`src/rtl/axi_mem_qos_sched_pkg.sv`:
```
// Shared types for the memory QoS scheduler: weight type, reset weights and
// the AXI request/response structs carried on both sides of the scheduler.
package axi_mem_qos_sched_pkg;

  localparam int unsigned WEIGHT_W = 4;
  localparam int unsigned NO_PORTS = 2;

  typedef logic [WEIGHT_W-1:0] qos_weight_t;

  // Element [0] is the CVA6 port, [1] is Ara.
  localparam qos_weight_t DEFAULT_WEIGHTS [NO_PORTS] = '{4'd2, 4'd6};

  typedef struct packed {
    logic [3:0]  id;
    logic [31:0] addr;
    logic [7:0]  len;
    logic [2:0]  size;
    logic [1:0]  burst;
  } axi_ax_t;

  typedef struct packed {
    logic [63:0] data;
    logic [7:0]  strb;
    logic        last;
  } axi_w_t;

  typedef struct packed {
    logic [3:0] id;
    logic [1:0] resp;
  } axi_b_t;

  typedef struct packed {
    logic [3:0]  id;
    logic [63:0] data;
    logic [1:0]  resp;
    logic        last;
  } axi_r_t;

  typedef struct packed {
    axi_ax_t aw;
    logic    aw_valid;
    axi_w_t  w;
    logic    w_valid;
    logic    b_ready;
    axi_ax_t ar;
    logic    ar_valid;
    logic    r_ready;
  } axi_req_t;

  typedef struct packed {
    logic   aw_ready;
    logic   ar_ready;
    logic   w_ready;
    axi_b_t b;
    logic   b_valid;
    axi_r_t r;
    logic   r_valid;
  } axi_resp_t;

endpackage

```
`src/rtl/axi_mem_qos_sched_throttle.sv`:
```
// Per-port throttle: outstanding read/write counters, token budget and the
// AR/AW allow terms, plus the per-port contribution to the epoch refill.
module axi_port_throttle
  import axi_mem_qos_sched_pkg::*;
#(
  parameter int unsigned MaxRdTxns   = 8,
  parameter int unsigned MaxWrTxns   = 8,
  parameter int unsigned WeightWidth = WEIGHT_W,
  parameter logic [WeightWidth-1:0] DefaultWeight = '0
) (
  input  logic                             clk_i,
  input  logic                             rst_ni,
  input  logic                             en_q,
  input  logic [WeightWidth-1:0]           w_q,
  input  logic                             refill,
  input  logic [WeightWidth-1:0]           refill_weight,
  input  logic                             ar_valid,
  input  logic                             ar_ready,
  input  logic                             aw_valid,
  input  logic                             aw_ready,
  input  logic                             r_done,
  input  logic                             b_done,
  output logic                             ar_allow,
  output logic                             aw_allow,
  output logic [$clog2(MaxRdTxns+1)-1:0]   rd_cnt,
  output logic [$clog2(MaxWrTxns+1)-1:0]   wr_cnt,
  output logic                             exhausted_or_idle,
  output logic                             idle_full
);

  localparam int unsigned RdCntW = $clog2(MaxRdTxns+1);
  localparam int unsigned WrCntW = $clog2(MaxWrTxns+1);
  localparam logic [RdCntW-1:0] RdMax = RdCntW'(MaxRdTxns);
  localparam logic [WrCntW-1:0] WrMax = WrCntW'(MaxWrTxns);

  logic [WeightWidth-1:0] tok;
  logic                   throttle, ar_hs, aw_hs, pend;
  logic [1:0]             used;
  logic [WeightWidth-1:0] tok_dec;

  assign throttle = en_q && (w_q != '0);
  assign pend     = ar_valid || aw_valid;

  // AR wins the last token; AW may only take it when AR is not asking.
  assign ar_allow = rst_ni && (rd_cnt < RdMax) && (!throttle || tok != '0);
  assign aw_allow = rst_ni && (wr_cnt < WrMax) &&
                    (!throttle || tok > WeightWidth'(1) ||
                     (tok == WeightWidth'(1) && !ar_valid));

  assign ar_hs = ar_valid && ar_ready && ar_allow;
  assign aw_hs = aw_valid && aw_ready && aw_allow;

  assign exhausted_or_idle = (tok == '0) || (w_q == '0) || !pend;
  assign idle_full         = (tok == w_q) && !pend;

  assign used    = 2'(ar_hs) + 2'(aw_hs);
  assign tok_dec = (tok > WeightWidth'(used)) ? tok - WeightWidth'(used) : '0;

  always_ff @(posedge clk_i or negedge rst_ni) begin
    if (!rst_ni) begin
      rd_cnt <= '0;
      wr_cnt <= '0;
      tok    <= DefaultWeight;
    end else begin
      case ({ar_hs, r_done})
        2'b10:   rd_cnt <= rd_cnt + RdCntW'(1);
        2'b01:   rd_cnt <= rd_cnt - RdCntW'(1);
        default: rd_cnt <= rd_cnt;
      endcase
      case ({aw_hs, b_done})
        2'b10:   wr_cnt <= wr_cnt + WrCntW'(1);
        2'b01:   wr_cnt <= wr_cnt - WrCntW'(1);
        default: wr_cnt <= wr_cnt;
      endcase
      if (refill)        tok <= refill_weight;
      else if (throttle) tok <= tok_dec;
    end
  end

  a_rd_underflow: assert property (@(posedge clk_i) disable iff (!rst_ni)
    !(r_done && !ar_hs && rd_cnt == '0));
  a_wr_underflow: assert property (@(posedge clk_i) disable iff (!rst_ni)
    !(b_done && !aw_hs && wr_cnt == '0));
  a_rd_overflow: assert property (@(posedge clk_i) disable iff (!rst_ni)
    !(ar_hs && !r_done && rd_cnt == RdMax));
  a_wr_overflow: assert property (@(posedge clk_i) disable iff (!rst_ni)
    !(aw_hs && !b_done && wr_cnt == WrMax));

endmodule

```
`src/rtl/axi_mem_qos_sched.sv`:
```
// Weighted-token / outstanding-limit scheduler in front of the shared AXI mux.
// Only AR/AW valid/ready are gated; every other field passes straight through.
module axi_mem_qos_sched
  import axi_mem_qos_sched_pkg::*;
#(
  parameter int unsigned NoPorts     = NO_PORTS,
  parameter int unsigned MaxRdTxns   = 8,
  parameter int unsigned MaxWrTxns   = 8,
  parameter int unsigned WeightWidth = WEIGHT_W,
  parameter logic [WeightWidth-1:0] DefaultWeights [NoPorts] = DEFAULT_WEIGHTS,
  parameter type req_t  = axi_mem_qos_sched_pkg::axi_req_t,
  parameter type resp_t = axi_mem_qos_sched_pkg::axi_resp_t
) (
  input  logic                                            clk_i,
  input  logic                                            rst_ni,
  input  logic                                            en_i,
  input  logic [NoPorts-1:0][WeightWidth-1:0]             weight_i,
  input  req_t  [NoPorts-1:0]                             slv_reqs_i,
  output resp_t [NoPorts-1:0]                             slv_resps_o,
  output req_t  [NoPorts-1:0]                             mst_reqs_o,
  input  resp_t [NoPorts-1:0]                             mst_resps_i,
  output logic [NoPorts-1:0][$clog2(MaxRdTxns+1)-1:0]     rd_outstanding_o,
  output logic [NoPorts-1:0][$clog2(MaxWrTxns+1)-1:0]     wr_outstanding_o,
  output logic                                            busy_o
);

  logic                                en_q;
  logic [NoPorts-1:0][WeightWidth-1:0] w_q;
  logic [NoPorts-1:0]                  ar_allow, aw_allow, ex_idle, idle_full, ax_pend;
  logic                                refill;

  always_comb begin
    mst_reqs_o  = slv_reqs_i;
    slv_resps_o = mst_resps_i;
    for (int i = 0; i < NoPorts; i++) begin
      ax_pend[i]                = slv_reqs_i[i].ar_valid | slv_reqs_i[i].aw_valid;
      mst_reqs_o[i].ar_valid    = slv_reqs_i[i].ar_valid & ar_allow[i];
      mst_reqs_o[i].aw_valid    = slv_reqs_i[i].aw_valid & aw_allow[i];
      slv_resps_o[i].ar_ready   = mst_resps_i[i].ar_ready & ar_allow[i];
      slv_resps_o[i].aw_ready   = mst_resps_i[i].aw_ready & aw_allow[i];
    end
  end

  // A fully idle, already-full system skips refill so weight_i is not resampled.
  assign refill = (&ex_idle) && !(&idle_full);
  assign busy_o = |{rd_outstanding_o, wr_outstanding_o};

  always_ff @(posedge clk_i or negedge rst_ni) begin
    if (!rst_ni) begin
      en_q <= 1'b0;
      for (int i = 0; i < NoPorts; i++) w_q[i] <= DefaultWeights[i];
    end else begin
      if (!(|ax_pend)) en_q <= en_i;
      if (refill)      w_q  <= weight_i;
    end
  end

  for (genvar i = 0; i < NoPorts; i++) begin : g_port
    axi_port_throttle #(
      .MaxRdTxns     (MaxRdTxns),
      .MaxWrTxns     (MaxWrTxns),
      .WeightWidth   (WeightWidth),
      .DefaultWeight (DefaultWeights[i])
    ) u_thr (
      .clk_i             (clk_i),
      .rst_ni            (rst_ni),
      .en_q              (en_q),
      .w_q               (w_q[i]),
      .refill            (refill),
      .refill_weight     (weight_i[i]),
      .ar_valid          (slv_reqs_i[i].ar_valid),
      .ar_ready          (mst_resps_i[i].ar_ready),
      .aw_valid          (slv_reqs_i[i].aw_valid),
      .aw_ready          (mst_resps_i[i].aw_ready),
      .r_done            (mst_resps_i[i].r_valid & slv_reqs_i[i].r_ready & mst_resps_i[i].r.last),
      .b_done            (mst_resps_i[i].b_valid & slv_reqs_i[i].b_ready),
      .ar_allow          (ar_allow[i]),
      .aw_allow          (aw_allow[i]),
      .rd_cnt            (rd_outstanding_o[i]),
      .wr_cnt            (wr_outstanding_o[i]),
      .exhausted_or_idle (ex_idle[i]),
      .idle_full         (idle_full[i])
    );
  end

endmodule
```
`config.mk`:
```
export PLATFORM = sky130hd
export DESIGN_NAME = axi_mem_qos_sched
export DESIGN_NICKNAME = d
export VERILOG_FILES = /design/src/rtl/axi_mem_qos_sched_pkg.sv /design/src/rtl/axi_mem_qos_sched_throttle.sv /design/src/rtl/axi_mem_qos_sched.sv
export SDC_FILE = /design/constraint.sdc
export NUM_CORES = 1
export LEC_CHECK = 0
export BUFFER_PORTS_ARGS = -buffer_cell sky130_fd_sc_hd__buf_2
export CAP_MARGIN = 20
export CORE_AREA = 2 2 417 419
export DETAILED_ROUTE_END_ITERATION = 8
export DIE_AREA = 0 0 419 421
export HOLD_SLACK_MARGIN = 0.05
export PLACE_DENSITY = 0.3
export SLEW_MARGIN = 20
export SYNTH_ARGS = -nofsm -noshare
export SYNTH_HDL_FRONTEND = slang
export SYNTH_SLANG_ARGS = --single-unit
```
`constraint.sdc`:
```
create_clock -name clk_i -period 8.4 [get_ports clk_i]
set_input_delay 0 -clock clk_i [delete_from_list [all_inputs] [get_ports clk_i]]
set_output_delay 0 -clock clk_i [all_outputs]
set_load 0.1 [all_outputs]
```
## Word-level counts from Yosys, hierarchy flattened

Index checks and enable logic that the tools add are counted.

| word-level totals | value |
|---|---|
| bits in registers | 33 |
| output and inout bits | 533 |

| operators by class | value |
|---|---|
| $add $sub $neg | 12 |
| $lt $le $gt $ge | 8 |
| equal/unequal tests | 12 |
| muxes and demuxes | 10 |
| bitwise gates (word level) | 16 |
| reduce and logical (&&, ||, !) cells | 60 |

Operators by type and width:

| operator | count |
|---|---|
| 4-bit one-hot mux with 2 select lines | 4 |
| 4-bit two-way mux | 6 |
| 1-bit logical AND | 23 |
| 4-bit by 1-bit adder with 4-bit output, second input constant | 4 |
| 4-bit logical NOT | 4 |
| 4-bit < comparator, second input constant | 4 |
| 4-bit nonzero test | 4 |
| 16-bit OR reduction | 1 |
| 4-bit by 1-bit subtractor with 4-bit output, second input constant | 4 |
| 1-bit bitwise AND | 14 |
| 1-bit logical OR | 12 |
| 2-bit nonzero test | 6 |
| 2-bit by 1-bit == test with 1-bit output, second input constant | 4 |
| 2-bit == test, second input constant | 4 |
| 4-bit by 1-bit == test with 1-bit output, second input constant | 2 |
| 4-bit == test | 2 |
| 4-bit by 1-bit greater-than comparator with 1-bit output, second input constant | 2 |
| 4-bit by 2-bit greater-than comparator with 1-bit output | 2 |
| 4-bit by 2-bit subtractor with 4-bit output | 2 |
| 1-bit logical NOT | 7 |
| 1-bit by 1-bit adder with 2-bit output | 2 |
| 2-bit AND reduction | 2 |
| 1-bit OR | 2 |
| 2-bit OR reduction | 1 |

## Longest topological paths before layout

| depth | value |
|---|---|
| depth after elaboration | 12 |
| depth in mapped cells | 14 |
| gate-level depth less buffers | 14 |

## Hierarchy

From an unflattened synthesis, not the netlist that was laid out.

| second synthesis, totals | value |
|---|---|
| cells, all modules | 760 |
| area, all modules | 6292.3 um^2 |

By module, submodules not included:

| module | instances | cells each | area an instance (um^2) |
|---|---|---|---|
| axi_mem_qos_sched | 1 | 546 | 4276.6 |
| axi_port_throttle (g_port[1].u_thr) | 1 | 107 | 1008.5 |
| axi_port_throttle (g_port[0].u_thr) | 1 | 107 | 1007.2 |

## Least setup slack after synthesis

Ideal clock, no wire load.

| timing path | value |
|---|---|
| kind | reg-to-reg |
| start point | register w_q[4] (netlist name) |
| end point | register g_port[1].u_thr.tok[1] |
| setup time | 0.082 ns |
| arrival | 3.713 ns |
| data required time | 8.318 ns |
| path slack | 4.605 ns |
| stages on the path, launching flop included | 15 |
| period minus slack after synthesis | 3.795 ns |
| cells stage by stage | dfrtp_1 o41ai_2 nor4_1 o21ai_0 and3_1 and2_1 ha_1 ha_1 inv_1 fa_1 a21boi_0 nor3_1 nor2_1 a22o_1 mux2_4 |

| on the way | value |
|---|---|
| word-level cells in the longest chain between the ends | 12 |
| elaborated cells on any way between the ends | 26 |

Ends and longest elaborated chain:

| element | RTL line | RTL |
|---|---|---|
| start, declared | axi_mem_qos_sched.sv:28 | `logic [NoPorts-1:0][WeightWidth-1:0] w_q;` |
| start signal, assigned | axi_mem_qos_sched.sv:54 | `if (refill) w_q <= weight_i;` |
| 4-bit nonzero test | axi_mem_qos_sched_throttle.sv:41 | `assign throttle = en_q && (w_q != '0);` |
| 1-bit logical AND | axi_mem_qos_sched_throttle.sv:41 |  |
| 1-bit logical NOT | axi_mem_qos_sched_throttle.sv:45, axi_mem_qos_sched_throttle.sv:47 |  |
| 1-bit logical OR (2 in a row) | axi_mem_qos_sched_throttle.sv:47 | `(!throttle \|\| tok > WeightWidth'(1) \|\|` |
| 1-bit logical AND | axi_mem_qos_sched_throttle.sv:46 | `assign aw_allow = rst_ni && (wr_cnt < WrMax) &&` |
| 1-bit logical AND | axi_mem_qos_sched_throttle.sv:51 | `assign aw_hs = aw_valid && aw_ready && aw_allow;` |
| 1-bit by 1-bit adder with 2-bit output | axi_mem_qos_sched_throttle.sv:56 | `assign used = 2'(ar_hs) + 2'(aw_hs);` |
| 4-bit by 2-bit subtractor with 4-bit output / 4-bit by 2-bit greater-than comparator with 1-bit output (equally long branches) | axi_mem_qos_sched_throttle.sv:57 | `assign tok_dec = (tok > WeightWidth'(used)) ? tok - WeightWidth'(used) : '0;` |
| 4-bit two-way mux | axi_mem_qos_sched_throttle.sv:57 |  |
| 4-bit two-way mux | axi_mem_qos_sched_throttle.sv:76 | `else if (throttle) tok <= tok_dec;` |
| 4-bit two-way mux | axi_mem_qos_sched_throttle.sv:75 | `if (refill) tok <= refill_weight;` |
| end signal, assigned | axi_mem_qos_sched_throttle.sv:63 | `tok <= DefaultWeight;` |
| end signal, assigned | axi_mem_qos_sched_throttle.sv:75 |  |
| end signal, assigned | axi_mem_qos_sched_throttle.sv:76 |  |
| end, declared | axi_mem_qos_sched_throttle.sv:36 | `logic [WeightWidth-1:0] tok;` |

Parallel ways exist; a longest one is shown, timed or not. The select of a mux whose other input is x is not followed.
A chain may end at the register's enable or synchronous reset.

## Worst setup path after layout

| timing path | value |
|---|---|
| start point | register w_q[1] (netlist name) |
| end point | register g_port[0].u_thr.tok[1] |

| on the way | value |
|---|---|
| word-level cells in the longest chain between the ends | 12 |
| elaborated cells on any way between the ends | 26 |

Ends and longest elaborated chain:

| element | RTL line |
|---|---|
| 4-bit nonzero test | axi_mem_qos_sched_throttle.sv:41 |
| 1-bit logical AND | axi_mem_qos_sched_throttle.sv:41 |
| 1-bit logical NOT | axi_mem_qos_sched_throttle.sv:45, axi_mem_qos_sched_throttle.sv:47 |
| 1-bit logical OR (2 in a row) | axi_mem_qos_sched_throttle.sv:47 |
| 1-bit logical AND | axi_mem_qos_sched_throttle.sv:46 |
| 1-bit logical AND | axi_mem_qos_sched_throttle.sv:51 |
| 1-bit by 1-bit adder with 2-bit output | axi_mem_qos_sched_throttle.sv:56 |
| 4-bit by 2-bit subtractor with 4-bit output / 4-bit by 2-bit greater-than comparator with 1-bit output (equally long branches) | axi_mem_qos_sched_throttle.sv:57 |
| 4-bit two-way mux | axi_mem_qos_sched_throttle.sv:57 |
| 4-bit two-way mux | axi_mem_qos_sched_throttle.sv:76 |
| 4-bit two-way mux | axi_mem_qos_sched_throttle.sv:75 |
| end signal, assigned | axi_mem_qos_sched_throttle.sv:63 |
| end signal, assigned | axi_mem_qos_sched_throttle.sv:75 |
| end signal, assigned | axi_mem_qos_sched_throttle.sv:76 |
| end, declared | axi_mem_qos_sched_throttle.sv:36 |

Parallel ways exist; a longest one is shown, timed or not. The select of a mux whose other input is x is not followed.

==> flow_metrics.py <==
metrics = {
    "critical_path": {
        "required_ns": 8.62,
        "critPathTopFamily": "simple AND/OR/NAND/NOR gates",
        "worst_ep_arrival_time_ns": 3.71,
        "crit_chain": "o41ai_2 -> nor4_1 -> o21ai_0 -> and3_1 -> and2_1 -> ha_1 -> ha_1 -> inv_1 -> fa_1 -> a21boi_0 -> nor3_1 -> nor2_1 -> a22o_1 -> mux2_2",
        "max_stage_delay_ns": 0.56,
        "worst_path_max_delay_cell": "dfstp_2",
        "r2r_start": "w_q[1]",
        "reg2reg_slack_ns": 4.90,
        "start_kind": "flop",
        "critPathCaptureType": "flop",
        "worst_r2r_endpoint": "g_port[0].u_thr.tok[1]",
        "cp.buffers_inverters": 1,
        "critical_path_class": "reg -> reg",
        "cp_common_cell": "ha_1",
        "crit_fanout": 8,
        "r2r_cells": 14,
    },
    "pwr": {
        "pwr-share-comb_pct": 77.3,
        "p_seq_share_pct": 14.3,
        "leakage_nw": 3.81,
        "p_clk_share_pct": 8.4,
        "swShare_pct": 69.4,
        "power_w": 0.00270,
        "power_density_nw_per_um2": 238,
        "ir_worst_vdd_v": 0.0000791,
        "internal_power_w": 0.000828,
        "switchingPower_w": 0.00187,
    },
    "route": {
        "wl_per_cell_um": 21.8,
        "routed-via-count": 4905,
        "antenna_left": 0,
        "first_pass_iters": 5,
        "wl_um": 68600,
        "via_per_inst": 1.56,
        "drt_first_iter_violations": 256,
        "route.detailed.drc": 0,
    },
    "job": {
        "maxCapViolCount": 0,
    },
    "floorplan": {
        "die-width_um": 419,
        "initial_core_util_pct": 3.55,
        "fp.dieH_um": 421,
        "dieArea_sq_um": 176000,
        "placementRows": 153,
        "core-area_sq_um": 172000,
        "pin_count": 1060,
    },
    "status": {
        "status": "completed",
    },
    "clock_network": {
        "cts_buffer_depth": 2,
        "cts_tree": "built",
        "cts_made_buffers": 5,
        "clkLatencyLatePin_ns": 0.29,
        "post-cts-setup-buffers": 0,
        "cts.sinks": 33,
        "hold_buffers": 503,
        "cts_resized": 0,
        "cts.clk_slew.worst_paths_ns": 0.06,
        "root_buffer": "clkbuf_16",
        "htree_levels": 2,
    },
    "logic_synthesis": {
        "avgSynthCellArea_sq_um": 8.43,
        "syn_area_sq_um": 6120,
        "ys_ff_latch": 33,
        "synth_edf_count": 0,
        "yosysMostFrequentCell": "buf_4",
        "synthCells": 726,
        "synth_area_leaders": "buf_4, dfrtp_1, ha_1",
        "synth_cell_type_count": 34,
        "syn_nets": 1277,
        "ys_seq_area_share_pct": 13.6,
        "synth_commonest_cells": "buf_4, dfrtp_1, inv_1",
        "yosysWarnings": 0,
        "post-synth-top-area-cell": "buf_4",
        "synth_top_area_share_pct": 62.3,
        "synthFlopType": "dfrtp_1",
        "ys_async_sr_fraction_pct": 100,
    },
    "cells_and_area": {
        "fin_area_sq_um": 11300,
        "utilization_pct": 6.57,
        "layout.nets": 1343,
        "drive_above_1_share_pct": 18.9,
        "area_growth_pct": 85.2,
    },
    "global_routing": {
        "grt_overflow_total": 0,
        "grt_pass1_wl_um": 79700,
        "busiest_layer": "met2",
        "grt_use_met2_pct": 12.3,
        "antenna_found_initial": 71,
        "track_usage_pct": 7.31,
        "grt_pass1_vias": 4863,
        "use_met3_pct": 3.60,
        "met1_usage_pct": 8.65,
        "grt_max_degree": 38,
    },
    "sta": {
        "worst_pin_slew_ns": 1.21,
        "finalSetupViolations": 0,
        "fin_tns_setup_ns": 0,
        "fmax_mhz": 286,
        "skew_ns": 0.00464,
        "slew_violations": 0,
        "slew_headroom_pct": 19.2,
        "layout_min_cycle_time_ns": 3.50,
        "finalHoldViolCount": 0,
        "fin_crit_sh_pct": 41.6,
        "grt_setup_unrepaired": "no",
    },
    "min_path": {
        "hold_start": "weight_i[6]",
        "worstHoldEndpoint": "g_port[1].u_thr.tok[2]",
        "hold_class": "in -> reg",
        "whs_path_depth": 2,
    },
    "placement": {
        "placed_cell_area_sq_um": 5510,
        "dpl.hpwl_um": 62500,
        "finalWeightedCongestion": 0.769,
        "port_buffers": 63,
    },
}
power groups by stage:
stage / registers (W) / clock network [W] / logic, W
2_1_floorplan: 0.000617 / 0 / 0.00151
3_3_place_gp: 0.000395 / 0 / 0.000892
3_5_place_dp: 0.000394 / 0 / 0.000887
4_1_cts: 0.000392 / 0.000235 / 0.00212
5_1_grt: 0.000407 / 0.000240 / 0.00218
6_report: 0.000386 / 0.000226 / 0.00209
per-layer routing:
layer | routed length (um) | part of all wire, %
met1 | 26300 | 38
met2 | 32900 | 48
met3 | 8760 | 13
met4 | 510 | 0.74
met5 | 182 | 0.27
cell type report:
class	instances	area (sq um)
antenna	28	70.1
clock buffer	6	139
clock inverter	2	37.5
fill	20200	161000
inverter	22	82.6
multi-input combinational	161	1370
sequential	33	833
tap	2325	2910
timing repair buffer	569	5890
state kept, by name, summed over array words and instances (netlist names):
name and flops:
g_port.u_thr.rd_cnt 8, en_q 1, g_port.u_thr.wr_cnt 8, g_port.u_thr.tok 8, w_q 8
cell families (layout without fill, tap and decap cells):
group           Yosys count  after routing  share of synthesized area, %
buf+inv                 532            599                          64.1
simple gates             58             58                          5.17
compound gates           36             36                          3.99
flops                    33             33                          13.6
fa+ha+maj                24             24                          5.65
xor+xnor                 24             24                          3.44
mux                      19             19                          4.07
other cells               0             28                             0
worst max-delay path by stage:
stage | start | end | slack [ns] | depth (start not counted)
final | w_q[1] | g_port[0].u_thr.tok[1] | 4.90 | 14
after floorplan | w_q[4] | g_port[1].u_thr.tok[1] | 4.61 | 14
after global placement | w_q[4] | g_port[1].u_thr.tok[1] | 4.93 | 14
after detailed placement | w_q[1] | g_port[0].u_thr.tok[1] | 4.93 | 14
after CTS | w_q[1] | g_port[0].u_thr.tok[1] | 4.90 | 14
after global routing | w_q[4] | g_port[1].u_thr.tok[3] | 4.59 | 11
stage by stage:
step	instances	hold slack [ns]	setup WS (ns)
floorplan	726	-0.296	4.61
global placement	2605	0.000681	4.93
detailed placement	2605	0.000681	4.93
CTS	3116	0.0534	4.90
global route	3127	0.142	4.59
finish	3146	0.100	4.90
cell usage in the layout (no fill, tap or decap), types with 3 or more instances in the layout:
cell type	n
a21o_1	4
a21oi_1	6
and2_1	8
and3_1	8
buf_12	52
buf_2	64
clkbuf_16	5
dfrtp_1	27
dfstp_2	6
diode_2	28
dlygate4sd3_1	452
fa_1	6
ha_1	18
inv_1	22
mux2_2	7
mux2_4	10
nand2_1	12
nor2_1	6
nor3_1	3
nor4_1	9
o21ai_0	12
or4_1	4
xnor2_1	14
xor2_1	10
Note: power is estimated with default switching activity, not from simulation.
